## src/rtl/result_mem_writer_if.sv

```systemverilog
// Result beat handshake (datapath -> writer) and result memory write port (writer -> memory).
interface result_mem_writer_if #(
  parameter int DATA_WIDTH   = 16,
  parameter int ADDR_WIDTH   = 6,
  parameter int RESULT_WIDTH = 32,
  parameter int NUM_CH       = 2
);
  logic                           res_valid;
  logic                           res_ready;
  logic [NUM_CH*RESULT_WIDTH-1:0] res_data;
  logic                           write_en;
  logic [ADDR_WIDTH-1:0]          write_address;
  logic [DATA_WIDTH-1:0]          data_in;

  modport master (
    output res_valid, res_data,
    input  res_ready, write_en, write_address, data_in
  );

  modport slave (
    input  res_valid, res_data,
    output res_ready, write_en, write_address, data_in
  );
endinterface

```

## src/rtl/result_mem_writer.sv

```systemverilog
// Stores NUM_CH saturated results per accepted beat at consecutive memory addresses.
// One beat per NUM_CH+1 cycles; res_ready only in CAPTURE; every output is a flop.
module result_mem_writer #(
  parameter int DATA_WIDTH   = 16,
  parameter int ADDR_WIDTH   = 6,
  parameter int RESULT_WIDTH = 32,
  parameter int NUM_CH       = 2,
  parameter int BASE_ADDR    = 0,
  parameter int WRAP_EN      = 1
) (
  input  logic                  clk,
  input  logic                  rst_n,
  input  logic                  start,
  input  logic [ADDR_WIDTH:0]   num_beats,
  output logic                  busy,
  output logic                  done,
  output logic                  sat_flag,
  output logic                  overflow,
  result_mem_writer_if.slave    bus
);

  localparam int CW = (NUM_CH > 1) ? $clog2(NUM_CH) : 1;
  localparam logic [CW-1:0] LAST_CH = CW'(NUM_CH - 1);

  typedef enum logic [1:0] {IDLE, CAPTURE, WRITE, DONE} state_t;

  state_t                         state, state_nxt;
  logic [NUM_CH*RESULT_WIDTH-1:0] beat_q, src;
  logic [CW-1:0]                  ch_q, ch_nxt, issue_ch;
  logic [ADDR_WIDTH-1:0]          ptr_q, ptr_nxt;
  logic [ADDR_WIDTH:0]            rem_q, rem_nxt;
  logic                           full_q, full_nxt;
  logic                           issue, drop, load_beat, clear_flags;
  logic [RESULT_WIDTH-1:0]        sel;
  logic [DATA_WIDTH-1:0]          conv;
  logic                           conv_sat;

  logic                           ready_q, we_q;
  logic [ADDR_WIDTH-1:0]          addr_q;
  logic [DATA_WIDTH-1:0]          data_q;

  always_comb begin
    state_nxt   = state;
    ch_nxt      = ch_q;
    ptr_nxt     = ptr_q;
    rem_nxt     = rem_q;
    full_nxt    = full_q;
    issue       = 1'b0;
    issue_ch    = ch_q;
    src         = beat_q;
    load_beat   = 1'b0;
    clear_flags = 1'b0;
    unique case (state)
      IDLE: begin
        if (start) begin
          rem_nxt     = num_beats;
          ptr_nxt     = ADDR_WIDTH'(BASE_ADDR);
          full_nxt    = 1'b0;
          clear_flags = 1'b1;
          state_nxt   = (num_beats == '0) ? DONE : CAPTURE;
        end
      end
      CAPTURE: begin
        // Channel 0 is converted straight from the bus so its write lands the very next cycle.
        if (bus.res_valid) begin
          load_beat = 1'b1;
          issue     = 1'b1;
          issue_ch  = '0;
          ch_nxt    = '0;
          src       = bus.res_data;
          state_nxt = WRITE;
        end
      end
      WRITE: begin
        if (ch_q == LAST_CH) begin
          rem_nxt   = rem_q - 1'b1;
          state_nxt = (rem_q == (ADDR_WIDTH+1)'(1)) ? DONE : CAPTURE;
        end else begin
          issue    = 1'b1;
          issue_ch = ch_q + 1'b1;
          ch_nxt   = ch_q + 1'b1;
        end
      end
      DONE:    state_nxt = IDLE;
      default: state_nxt = IDLE;
    endcase
    if (issue) begin
      ptr_nxt = ptr_q + 1'b1;
      if (WRAP_EN == 0 && ptr_q == '1) full_nxt = 1'b1;
    end
  end

  assign drop = (WRAP_EN == 0) && full_q;
  assign sel  = src[int'(issue_ch)*RESULT_WIDTH +: RESULT_WIDTH];

  generate
    if (RESULT_WIDTH > DATA_WIDTH) begin : g_sat
      localparam logic [RESULT_WIDTH-1:0] MAX_V =
        {{(RESULT_WIDTH-DATA_WIDTH+1){1'b0}}, {(DATA_WIDTH-1){1'b1}}};
      localparam logic [RESULT_WIDTH-1:0] MIN_V =
        {{(RESULT_WIDTH-DATA_WIDTH+1){1'b1}}, {(DATA_WIDTH-1){1'b0}}};
      always_comb begin
        conv     = sel[DATA_WIDTH-1:0];
        conv_sat = 1'b0;
        if ($signed(sel) > $signed(MAX_V)) begin
          conv     = MAX_V[DATA_WIDTH-1:0];
          conv_sat = 1'b1;
        end else if ($signed(sel) < $signed(MIN_V)) begin
          conv     = MIN_V[DATA_WIDTH-1:0];
          conv_sat = 1'b1;
        end
      end
    end else begin : g_ext
      assign conv     = DATA_WIDTH'($signed(sel));
      assign conv_sat = 1'b0;
    end
  endgenerate

  always_ff @(posedge clk) begin
    if (!rst_n) begin
      state    <= IDLE;
      beat_q   <= '0;
      ch_q     <= '0;
      ptr_q    <= '0;
      rem_q    <= '0;
      full_q   <= 1'b0;
      ready_q  <= 1'b0;
      we_q     <= 1'b0;
      addr_q   <= '0;
      data_q   <= '0;
      busy     <= 1'b0;
      done     <= 1'b0;
      sat_flag <= 1'b0;
      overflow <= 1'b0;
    end else begin
      state   <= state_nxt;
      ch_q    <= ch_nxt;
      ptr_q   <= ptr_nxt;
      rem_q   <= rem_nxt;
      full_q  <= full_nxt;
      if (load_beat) beat_q <= bus.res_data;
      ready_q <= (state_nxt == CAPTURE);
      busy    <= (state_nxt != IDLE);
      done    <= (state_nxt == DONE);
      we_q    <= issue && !drop;
      if (issue) begin
        addr_q <= ptr_q;
        data_q <= conv;
      end
      if (clear_flags)          sat_flag <= 1'b0;
      else if (issue && conv_sat) sat_flag <= 1'b1;
      if (clear_flags)          overflow <= 1'b0;
      else if (issue && drop)   overflow <= 1'b1;
    end
  end

  assign bus.res_ready     = ready_q;
  assign bus.write_en      = we_q;
  assign bus.write_address = addr_q;
  assign bus.data_in       = data_q;

endmodule
```

## src/flat_wrapper.sv

```systemverilog
// flat-port wrapper written by rule: the top's interface ports become plain ports
module result_mem_writer_flat 
#(
  parameter int DATA_WIDTH   = 16,
  parameter int ADDR_WIDTH   = 6,
  parameter int RESULT_WIDTH = 32,
  parameter int NUM_CH       = 2,
  parameter int BASE_ADDR    = 0,
  parameter int WRAP_EN      = 1
)
  (clk, rst_n, start, num_beats, busy, done, sat_flag, overflow, bus_res_valid, bus_res_data, bus_res_ready, bus_write_en, bus_write_address, bus_data_in);
  result_mem_writer_if #(.DATA_WIDTH(DATA_WIDTH), .ADDR_WIDTH(ADDR_WIDTH), .RESULT_WIDTH(RESULT_WIDTH), .NUM_CH(NUM_CH)) bus_i ();
  input  logic clk;
  input  logic rst_n;
  input  logic start;
  input  logic [ADDR_WIDTH:0] num_beats;
  output logic busy;
  output logic done;
  output logic sat_flag;
  output logic overflow;
  input wire logic [$bits(bus_i.res_valid)-1:0] bus_res_valid;
  input wire logic [$bits(bus_i.res_data)-1:0] bus_res_data;
  output wire logic [$bits(bus_i.res_ready)-1:0] bus_res_ready;
  output wire logic [$bits(bus_i.write_en)-1:0] bus_write_en;
  output wire logic [$bits(bus_i.write_address)-1:0] bus_write_address;
  output wire logic [$bits(bus_i.data_in)-1:0] bus_data_in;
  assign bus_i.res_valid = bus_res_valid;
  assign bus_i.res_data = bus_res_data;
  assign bus_res_ready = bus_i.res_ready;
  assign bus_write_en = bus_i.write_en;
  assign bus_write_address = bus_i.write_address;
  assign bus_data_in = bus_i.data_in;
  result_mem_writer #(.DATA_WIDTH(DATA_WIDTH), .ADDR_WIDTH(ADDR_WIDTH), .RESULT_WIDTH(RESULT_WIDTH), .NUM_CH(NUM_CH), .BASE_ADDR(BASE_ADDR), .WRAP_EN(WRAP_EN)) u_core (.clk(clk), .rst_n(rst_n), .start(start), .num_beats(num_beats), .busy(busy), .done(done), .sat_flag(sat_flag), .overflow(overflow), .bus(bus_i));
endmodule
```

## config.mk

```make
export PLATFORM = sky130hd
export DESIGN_NAME = result_mem_writer_flat
export DESIGN_NICKNAME = d
export VERILOG_FILES = /design/src/rtl/result_mem_writer_if.sv /design/src/rtl/result_mem_writer.sv /design/src/flat_wrapper.sv
export SDC_FILE = /design/constraint.sdc
export NUM_CORES = 1
export LEC_CHECK = 0
export ABC_AREA = 0
export CAP_MARGIN = 5
export CORE_MARGIN = 4
export CORE_UTILIZATION = 40
export DETAILED_ROUTE_END_ITERATION = 10
export PLACE_DENSITY = 0.64
export SKIP_CTS_REPAIR_TIMING = 1
export SLEW_MARGIN = 20
export SYNTH_ARGS = -nofsm -noshare
export SYNTH_HDL_FRONTEND = slang
export SYNTH_SLANG_ARGS = --single-unit
```

## constraint.sdc

```tcl
create_clock -name clk -period 3.8 [get_ports clk]
set_clock_uncertainty 0.15 [all_clocks]
set_input_delay 0.76 -clock clk [delete_from_list [all_inputs] [get_ports clk]]
set_output_delay 0.76 -clock clk [all_outputs]
set_load 0.01 [all_outputs]
```

== Yosys cells after proc, flatten, opt, wreduce, memory -nomap -nowiden ==
Cells that the tools add are included.

* Bits in registers: 107
* Input bits: 75
* Output and inout port bits: 28
* Logic and storage cells: 64

* $add $sub $neg: 3
* $lt $le $gt $ge: 2
* Eq/ne operators: 8
* Shift-type cells: 1
* Multiplexer cells: 27
* Bitwise gates (word level): 1
* Reductions and logical operators: 10

{| class="wikitable"
|+ Operators with widths
! kind !! count
|-
| $mux 64 || 2
|-
| $shiftx 64x7->32 || 1
|-
| $gt 32x16->1 const B || 1
|-
| $lt 32x16->1 const B || 1
|-
| $mux 16 || 2
|-
| $mux 6 || 3
|-
| $mux 7 || 2
|-
| $pmux 7 s2 || 1
|-
| $mux 2 || 5
|-
| $mux 1 || 9
|-
| $pmux 2 s4 || 1
|-
| $reduce_bool 2->1 || 4
|-
| $eq 7x1->1 const B || 1
|-
| $logic_not 7->1 || 1
|-
| $sub 7x1->7 const B || 1
|-
| $add 6x1->6 const B || 1
|-
| $eq 2x2->1 const B || 3
|-
| $eq 2x1->1 const B || 2
|-
| $pmux 1 s2 || 2
|-
| $reduce_and 3->1 || 1
|-
| $logic_not 2->1 || 1
|-
| $ne 2x1->1 const B || 1
|-
| $ne 2x2->1 const B || 1
|-
| $reduce_and 2->1 || 1
|-
| 4 further kinds || 4
|}

== Longest topological paths before layout ==
Gate-level depths: netlist (run 1).

* Depth after elaboration: 8
* Gate-level depth with buffers: 13
* Depth with buffers taken out: 9

== Least setup slack after synthesis (run 1) ==
OpenSTA, ideal clock, no wires.

* Path type: reg2reg
* From: register u_core.state[1]
* To: register u_core.data_q[10], in the netlist u_core.bus.data_in[10]
* Data arrival time: 2.604 ns
* Setup slack: 0.909 ns
* Cell stages (with the launch flop): 12
* Buffers on the path: 2
* Clock period less this slack: 2.891 ns
* Cells stage by stage: dfxtp_1 inv_1 ha_1 mux2_4 nor2_4 buf_6 mux4_2 a2111o_1 nor4_2 a21o_2 buf_8 a31oi_1

* Word-level cells in the longest chain between the ends: 6
* Elaborated cells on any way between the ends: 10
* Those cells by class: 2 x order compare; 2 x eq/ne; 1 x shift; 5 x mux

{| class="wikitable"
|+ Ends and longest elaborated chain
! item !! line !! source
|-
| start, declared || result_mem_writer.sv:27 || <nowiki>state_t state, state_nxt;</nowiki>
|-
| start signal, assigned || result_mem_writer.sv:136 || <nowiki>state <= state_nxt;</nowiki>
|-
| $eq 2x2->1 or $eq 2x1->1 (tied branches) || result_mem_writer.sv:53 || <nowiki>unique case (state)</nowiki>
|-
| $pmux 1 s2 or $mux 64 (tied branches) || - ||
|-
| $shiftx 64x7->32 || result_mem_writer.sv:94 || <nowiki>assign sel = src[int'(issue_ch)*RESULT_WIDTH +: RESULT_WIDTH];</nowiki>
|-
| $lt 32x16->1 || result_mem_writer.sv:108 || <nowiki>end else if ($signed(sel) < $signed(MIN_V)) begin</nowiki>
|-
| $mux 16 || result_mem_writer.sv:108 ||
|-
| $mux 16 || result_mem_writer.sv:105 || <nowiki>if ($signed(sel) > $signed(MAX_V)) begin</nowiki>
|-
| end signal, assigned || result_mem_writer.sv:148 || <nowiki>data_q <= conv;</nowiki>
|-
| end, declared || result_mem_writer.sv:40 || <nowiki>logic [DATA_WIDTH-1:0] data_q;</nowiki>
|}

Several ways; a longest one is shown, not always the timed one.
A chain may end at the register's enable or synchronous reset.

== Final worst setup path (run 1) ==
* From: input port bus_res_valid
* To: register u_core.data_q[2], in the netlist u_core.bus.data_in[2]

* Word-level cells in the longest chain between the ends: 6
* Elaborated cells on any way between the ends: 11
* Those cells by class: 2 x order compare; 1 x shift; 8 x mux

{| class="wikitable"
|+ Ends and longest elaborated chain
! item !! line !! source
|-
| start, declared || flat_wrapper.sv:21 || <nowiki>input wire logic [$bits(bus_i.res_valid)-1:0] bus_res_valid;</nowiki>
|-
| $mux 1 or $mux 64 (tied branches) || result_mem_writer.sv:65 || <nowiki>if (bus.res_valid) begin</nowiki>
|-
| $pmux 1 s2 or $mux 64 (tied branches) || - ||
|-
| $shiftx 64x7->32 || result_mem_writer.sv:94 ||
|-
| $lt 32x16->1 || result_mem_writer.sv:108 ||
|-
| $mux 16 || result_mem_writer.sv:108 ||
|-
| $mux 16 || result_mem_writer.sv:105 ||
|}

Several ways; a longest one is shown, not always the timed one.

==> impl_results.md, run 1 <==
- CP Buf/Inv Count: 1
- Ant. Diodes: 0
- Clock Tree Root: clkbuf_16
- Final setup TNS: 0 ns
- Crit path kind: in -> reg
- Peak Freq: 293 MHz
- RSZ-0062 raised after global routing: no
- Die height: about 120 um
- Share of cells above drive strength 1: 10.4%
- EDFF count, synth: 0
- Status: complete, no violations
- Number of global-route vias before repair: approximately 4600
- Die width: 124 um
- Post-route cell area: 6840 um2
- Relative slew slack: 41.9%
- Slowest-stage cell, CP: mux4_1
- Mapped Nets: between 700 and 800
- # nets final: 791
- Hold slack: around 0.30 ns
- Vias per cell: about 5.3
- Fin. max-slew vios: 0
- R2r setup slk: 0.47 ns
- Minimum clock period: around 3.4 ns
- Setup crit end kind: flip-flop
- Warnings, synthesis: 0
- Via count: 4748
- Clock Tree Buf Depth: 2
- GRT Util Overall: between 10% and 20%
- Row count: 42
- Drt initial violations: 407
- Sequential-to-total area share from yosys stat: 39.7%
- Hold Crit Class: reg -> reg
- Most used DFF post-synth: dfxtp_1
- Most frequent cells in the layout: nand2_1 (149), dfxtp_1 (107), clkdlybuf4s50_1 (100), a21oi_1 (73), a21boi_0 (32)
- DR pass1 iterations: 5
- Critical Path RT: 3.87 ns
- CTS sink cnt: 107
- Final setup vio count: 0
- Pin count of the biggest net entering global routing: 47
- Most common cell after layout, fill and taps aside: nand2_1
- Initial antenna violation count: 0
- Pwr dens: 627 nW/um2
- Global-route wire length before repair: 22600 um
- Hold Fails Final Rpt: 0
- Drt wl/cell: 15.7 um
- Largest fanout on the critical path: 19
- Gpl congestion: 0.829
- Mapped Area: around 5400 um2
- Arr. time, crit path: 3.49 ns
- # DRC: 0
- Worst VDD drop: between 300 and 400 uV
- Gate Count Post-Synth: 624
- H-tree depth: 3
- I/O Buffers: 101
- Synth Register Bits: 107
- Final core utilization: approximately 52%
- Post-route ant nets: 0
- CP top delay family: simple AND/OR/NAND/NOR gates
- Worst-path clk slew: 0.07 ns
- Fin crit share: 89.8%
- CTS Buf Count: 9
- Syn Area/Cell: 8.65 um2
- Core Footprint: 13200 um2
- Worst-margin pin slew: 0.865 ns
- Slowest stage delay, CP: 0.63 ns
- Die ar.: 15400 um2
- Max-Cap Viols: 0
- Async set-reset flop share out of synthesis: 0%
- Worst Setup Start Kind: input port
- Starting Density: 40.8%
- TritonCTS clock tree: built
- DP Area: 6530 um2
- Leak: 2.40 nW
- Clk Latency, worst-skew pair: 0.35 ns
- Filler cells: 1252
- Hpwl dp: about 10000 um
- Area Overhead vs Synth: 26.7%
- Remaining global-route overflow: 0
- Synth unique cells: 54
- WL final: 14000 um
- I/O Pins: between 100 and 150
- CP Cell Sequence: clkdlybuf4s50_1 > and2_4 > mux4_1 > nor4_1 > nor3b_1 > a21o_2 > a31oi_1
-- logic make-up after synthesis --
| kind of cell | count (synthesis) | synth area share [%] |
|---|---|---|
| AND/OR/NAND/NOR | 252 | 22.3 |
| AO/OA/AOI/OAI | 168 | 18.4 |
| flip-flops | 107 | 39.7 |
| buffers and inverters | 57 | 5.19 |
| multiplexers | 32 | 12.8 |
| adder cells (fa/ha/maj) | 7 | 1.62 |
| other | 1 | 0.0695 |
-- power by group --
part	switching, mW	internal (mW)
Sequential	0.139	1.34
Clock	0.412	0.573
Combinational	0.983	0.836
-- worst register-to-register path, delay by kind of cell, from the launching register on --
family	cells	cell delay (ns)
AOI/OAI and AO/OA	2	0.53
adders and majority gates	1	0.37
buffers and inverters	1	0.11
DFF	1	0.42
muxes	2	0.75
and+or+nand+nor	3	0.87
-- sequential cells by signal (all words and copies together) (netlist names) --
register                  count
u_core.beat_q                64
u_core.bus.data_in           16
u_core.bus.res_ready          1
u_core.bus.write_address      6
u_core.bus.write_en           1
u_core.busy                   1
u_core.ch_q                   1
u_core.done                   1
u_core.ptr_q                  6
u_core.rem_q                  7
u_core.sat_flag               1
u_core.state                  2
-- synthesized netlist by cell type, types with 5 or more instances --
| cell type | n | share of area, % |
|---|---|---|
| a21boi_0 | 32 | 4.4 |
| a21oi_1 | 73 | 6.8 |
| a31oi_1 | 18 | 2.1 |
| and2_1 | 6 | 0.70 |
| buf_1 | 5 | 0.35 |
| buf_2 | 8 | 0.74 |
| buf_6 | 5 | 1.0 |
| clkbuf_1 | 25 | 1.7 |
| dfxtp_1 | 107 | 40 |
| ha_1 | 7 | 1.6 |
| inv_1 | 10 | 0.70 |
| mux4_2 | 24 | 10 |
| nand2_1 | 150 | 10 |
| nand3_1 | 6 | 0.56 |
| nand4_1 | 7 | 0.81 |
| nor2_1 | 18 | 1.3 |
| nor2b_1 | 22 | 2.5 |
| nor3b_1 | 16 | 2.2 |
| nor4_1 | 8 | 0.93 |
| o21ai_0 | 29 | 2.7 |
-- path summary, 6_finish.rpt --
| kind | from | endpoint | depth (start not counted) |
|---|---|---|---|
| min reg2reg | u_core.beat_q[9] | u_core.beat_q[9] | 2 |
| max reg2reg | u_core.state[1] | u_core.bus.data_in[2] | 9 |
| min | u_core.beat_q[9] | u_core.beat_q[9] | 2 |
| max | bus_res_valid | u_core.bus.data_in[2] | 7 |
-- metal layers --
layer / up-vias / wire (um) / global-route usage, %
met5: - / 0 / 0
met4: 0 / 210 / 6.50
met3: 14 / 728 / 4.00
met2: 115 / 6630 / 29.9
met1: 2251 / 6390 / 25.1
li1: 2368 / - / -
-- stage by stage --
step | worst slack (ns) | power (mW) | cells
finish | 0.387 | 4.29 | 890
global route | 0.206 | 4.58 | 890
global placement | 0.0358 | 3.26 | 874
floorplan | 0.909 | 2.79 | 624
CTS | 0.406 | 4.32 | 890
detailed placement | 0.0236 | 3.32 | 874
-- area by class of cell --
cell class	instances	area [um2]	area share [%]
clock inverters	6	80.1	1.17
multi-input cells	460	2980	43.6
flip-flops and latches	107	2140	31.3
well taps	176	220	3.22
inverters	11	41.3	0.604
repair buffers	120	1150	16.8
clock buffers	10	229	3.35
(Power assumes the default switching activity.)
==> run 2: changes to the inputs <==
Settings changed: HOLD_SLACK_MARGIN from default to 0.08.
Clock period 3.8 ns to 4.3 ns, I/O delays scaled along.
==> impl_results.md, run 2 (synthesized netlist as in run 1, its figures left out) <==
- Relative slew slack: 44.5% (+2.5 points)
- Clock Tree Root: clkbuf_16
- Gpl congestion: 0.833 (+0.49%)
- I/O Buffers: 101 (unchanged)
- H-tree depth: 3 (unchanged)
- Clock Tree Buf Depth: 2 (unchanged)
- Global-route wire length before repair: 21800 um (-3.4%)
- RSZ-0062 raised after global routing: no
- Share of cells above drive strength 1: 9.62% (-0.75 points)
- Max reg flops: 64 (unchanged)
- Area Overhead vs Synth: 25.9%
- Row count: 42 (unchanged)
- Worst-margin pin slew: 0.832 ns (-0.0333 ns)
- Most frequent cells in the layout: nand2_1 (149), dfxtp_1 (107), clkdlybuf4s50_1 (100), a21oi_1 (73), a21boi_0 (32)
- Worst-path clk slew: 0.06 ns (about the same)
- Die width: 124 um (unchanged)
- Ant. Diodes: 0 (unchanged)
- Initial antenna violation count: 0 (unchanged)
- Largest fanout on the critical path: 30 (+11)
- Worst VDD drop: 222 uV (-27%)
- Number of global-route vias before repair: 4466 (-3.1%)
- Peak Freq: between 200 and 300 MHz
- CP top delay family: simple AND/OR/NAND/NOR gates
- CTS sink cnt: 107 (unchanged)
- Top reg by flops: u_core.beat_q
- Fin crit share: 84.3%
- Pin count of the biggest net entering global routing: 57 (+21%)
- Max-Cap Viols: 0 (unchanged)
- Critical Path RT: 4.37 ns (+0.50 ns)
- GRT Util Overall: 18.0% (-0.75 points)
- Hpwl dp: 9800 um (-3.8%)
- Drt initial violations: 306 (-25%)
- Via count: 4726 (-0.46%)
- Leak: 2.37 nW (-1.3%)
- Filler cells: 1263 (+0.88%)
- FF+latch area: 2140 um2 (unchanged)
- Drt wl/cell: 15.3 um (-2.5%)
- Final setup TNS: 0 ns (unchanged)
- Die height: 124 um (unchanged)
- TritonCTS clock tree: built
- Arr. time, crit path: 3.69 ns (+0.20 ns)
- Starting Density: 40.8% (unchanged)
- Clk Latency, worst-skew pair: 0.35 ns (about the same)
- WL final: 13500 um (-3.3%)
- Vias per cell: 5.35 (+0.33%)
- # nets final: 786 (-0.63%)
- DR pass1 iterations: 4 (-1)
- Slowest-stage cell, CP: mux4_1
- Hold Crit Class: reg -> reg
- I/O Pins: 103 (unchanged)
- CP Cell Sequence: clkdlybuf4s50_1 > and2_4 > mux4_1 > nor4_1 > nor3b_1 > a21o_2 > a31oi_1
- # DRC: 0 (unchanged)
- Slowest stage delay, CP: 0.65 ns (+0.02 ns)
- Setup crit end kind: flip-flop
- Fin. max-slew vios: 0 (unchanged)
- Core Footprint: 13200 um2 (unchanged)
- Die ar.: 15400 um2 (unchanged)
- Remaining global-route overflow: 0 (unchanged)
- Minimum clock period: 3.63 ns
- Worst Setup Start Kind: input port
- CTS Buf Count: 9 (unchanged)
- Pwr dens: 549 nW/um2 (-12%)
- CP Buf/Inv Count: 1 (unchanged)
- Final setup vio count: 0 (unchanged)
- Status: complete, no violations
- Post-route ant nets: 0 (unchanged)
- Hold Fails Final Rpt: 0 (unchanged)
- Area of the multi-input gates: 2980 um2 (unchanged)
- Final core utilization: 51.3% (-0.34 points)
- Most common cell after layout, fill and taps aside: nand2_1
- Crit path kind: in -> reg
## run 2: path summary, 6_finish.rpt
check	from	endpoint	slack [ns]	cells after the start
setup / recovery	bus_res_valid	u_core.bus.data_in[13]	0.67	7
hold / removal	u_core.beat_q[32]	u_core.beat_q[32]	0.30	2
setup reg to reg	u_core.state[1]	u_core.bus.data_in[13]	0.89	9
hold reg to reg	u_core.beat_q[32]	u_core.beat_q[32]	0.30	2
## run 2: layout make-up
cell class              instances  area share [%]
flip-flops and latches        107            31.5
multi-input cells             460            43.8
repair buffers                115            16.4
clock buffers                  12            3.92
clock inverters                 2           0.516
inverters                      11           0.608
well taps                     176            3.24
## run 2: stage by stage
step	hold slack [ns]	instance area, um2	power (mW)	std cells	setup WS [ns]
4_1_cts	0.302	6800	3.75	883	0.682
2_1_floorplan	0.272	5400	2.46	624	1.41
5_1_grt	0.321	6800	3.99	883	0.538
3_5_place_dp	0.293	6490	2.91	869	0.316
3_3_place_gp	0.287	6490	2.87	869	0.352
6_report	0.301	6800	3.73	883	0.675
## run 2: tightest hold or removal path, cell delays in order (launching register included)
cell	delay, ns
dfxtp_1	0.31
nand2_1	0.05
a21oi_1	0.05
## run 2: where the power goes
group / internal, mW / total [mW] / switching (mW)
Clock: 0.492 / 0.839 / 0.347
Combinational: 0.729 / 1.58 / 0.850
Sequential: 1.19 / 1.31 / 0.124
## run 2: per-layer routing
| layer | wire length [um] | track usage, % |
|---|---|---|
| met5 | 0 | 0 |
| met1 | 6260 | 24.4 |
| met2 | 6490 | 29.2 |
| met3 | 513 | 2.72 |
| met4 | 238 | 6.30 |
==> run 3: changes to the inputs <==
Clock period 4.3 ns to 3.4 ns, I/O delays scaled along.
==> impl_results.md, run 3 (synthesized netlist as in run 1, its figures left out) <==
- Status: complete, no violations
- Top reg by flops: u_core.beat_q
- Final Non-Filler Cells: 903 (+2.3%)
- Fin crit share: 95.5%
- GRT Util Overall: 18.7% (+0.79 points)
- Share of cells above drive strength 1: 12.1% (+2.5 points)
- Final setup TNS: 0 ns (unchanged)
- Initial antenna violation count: 0 (unchanged)
- Global-route wire length before repair: 22700 um (+3.8%)
- Area Overhead vs Synth: 29.8%
- DP Area: 6670 um2 (+2.8%)
- Starting Density: 40.8% (unchanged)
- Worst VDD drop: 323 uV (+45%)
- Post-placement setup slack: -0.223 ns (-0.539 ns)
- CTS Buf Count: 9 (unchanged)
- Die height: 124 um (unchanged)
- Slowest stage delay, CP: 0.60 ns (-0.05 ns)
- Drt wl/cell: 15.5 um (+1.2%)
- Die ar.: 15400 um2 (unchanged)
- Gpl congestion: 0.845 (+1.5%)
- I/O Buffers: 101 (unchanged)
- Clock Tree Root: clkbuf_16
- Final core utilization: 52.9% (+1.6 points)
- Row count: 42 (unchanged)
- Most common cell after layout, fill and taps aside: nand2_1
- CP Buf/Inv Count: 3 (+2)
- Crit path kind: in -> reg
- I/O Pins: 103 (unchanged)
- WL final: 14000 um (+3.5%)
- Minimum clock period: ~3.2 ns
- Setup WS post-layout: 0.152 ns (-0.523 ns)
- DR pass1 iterations: 5 (+1)
- Ant. Diodes: 0 (unchanged)
- Relative slew slack: 42.3% (-2.1 points)
- Post-route cell area: 7010 um2 (+3.1%)
- Fin. max-slew vios: 0 (unchanged)
- Critical Path RT: 3.47 ns (-0.90 ns)
- Worst Setup Start Kind: input port
- Drt initial violations: 405 (+32%)
- Final setup vio count: 0 (unchanged)
- Max-Cap Viols: 0 (unchanged)
- Worst-margin pin slew: 0.863 ns (+0.0316 ns)
- Dpl cells: 888 (+2.2%)
- Core Footprint: 13200 um2 (unchanged)
- Hold Fails Final Rpt: 0 (unchanged)
- Pin count of the biggest net entering global routing: 46 (-19%)
- # nets final: 805 (+2.4%)
- Hold slack: 0.302 ns (+0.00138 ns)
- Number of global-route vias before repair: 4565 (+2.2%)
- H-tree depth: 3 (unchanged)
- Most frequent cells in the layout: nand2_1 (149), dfxtp_1 (107), clkdlybuf4s50_1 (100), a21oi_1 (73), a21boi_0 (32)
- Leak: 2.49 nW (+5.0%)
- Remaining global-route overflow: 0 (unchanged)
- Arr. time, crit path: 3.32 ns (-0.37 ns)
- TritonCTS clock tree: built
- Vias per cell: 5.35 (-0.13%)
- Hpwl dp: 10200 um (+3.9%)
- Via count: 4827 (+2.1%)
- Die width: 124 um (unchanged)
- Setup crit end kind: flip-flop
- Clk Latency, worst-skew pair: 0.35 ns (about the same)
- Worst-path clk slew: 0.07 ns (about the same)
- CP top delay family: buffers and inverters
- Hold Crit Class: reg -> reg
- Post-route ant nets: 0 (unchanged)
- Max reg flops: 64 (unchanged)
- Total power: 5.00 mW (+34%)
- Slowest-stage cell, CP: clkdlybuf4s50_1
- RSZ-0062 raised after global routing: no
- CP Cell Sequence: clkdlybuf4s50_1 > and2_4 > buf_4 > mux4_2 > a2111o_1 > nor4_2 > a21o_2 > buf_12 > a31oi_1
- Largest fanout on the critical path: 15 (-50%)
- Peak Freq: 308 MHz
- Pwr dens: 713 nW/um2 (+30%)
- CTS sink cnt: 107 (unchanged)
- # DRC: 0 (unchanged)
- Clock Tree Buf Depth: 2 (unchanged)
-- run 3: worst register-to-register path, cell delays in order (launching register included) --
cell     delay (ns)
dfxtp_1        0.41
inv_1          0.11
ha_1           0.37
mux2_4         0.36
nor2_4         0.11
buf_12         0.14
buf_4          0.13
mux4_2         0.21
nand3_1        0.14
nor2_2         0.55
a21oi_1        0.21
a31oi_1        0.20
-- run 3: where the power goes --
group          internal (mW)  switching (mW)  total [mW]  leakage [nW]
Combinational           1.08            1.14        2.22          1.46
Clock                  0.665           0.462        1.13         0.155
Sequential              1.50           0.150        1.65         0.870
Total                   3.24            1.76        5.00          2.49
-- run 3: final cells by class --
| class | instances | area (um2) |
|---|---|---|
| fillers | 1236 | 6240 |
| multi-input cells | 460 | 2990 |
| flip-flops and latches | 107 | 2140 |
| repair buffers | 134 | 1290 |
| clock buffers | 10 | 239 |
| well taps | 176 | 220 |
| clock inverters | 5 | 85.1 |
| inverters | 11 | 41.3 |
-- run 3: layer usage --
metal	wire, um	track usage (%)	vias up
li1	-	-	2406
met1	6580	26.1	2310
met2	6710	30.1	101
met3	533	2.95	10
met4	147	5.61	0
met5	0	0	-
-- run 3: path summary, 6_finish.rpt --
kind         slack [ns]              from  cells after the start                    end
min reg2reg        0.30  u_core.beat_q[6]                      2       u_core.beat_q[6]
min                0.30  u_core.beat_q[6]                      2       u_core.beat_q[6]
max                0.15     bus_res_valid                      9  u_core.bus.data_in[9]
max reg2reg        0.23   u_core.state[1]                     11  u_core.bus.data_in[3]
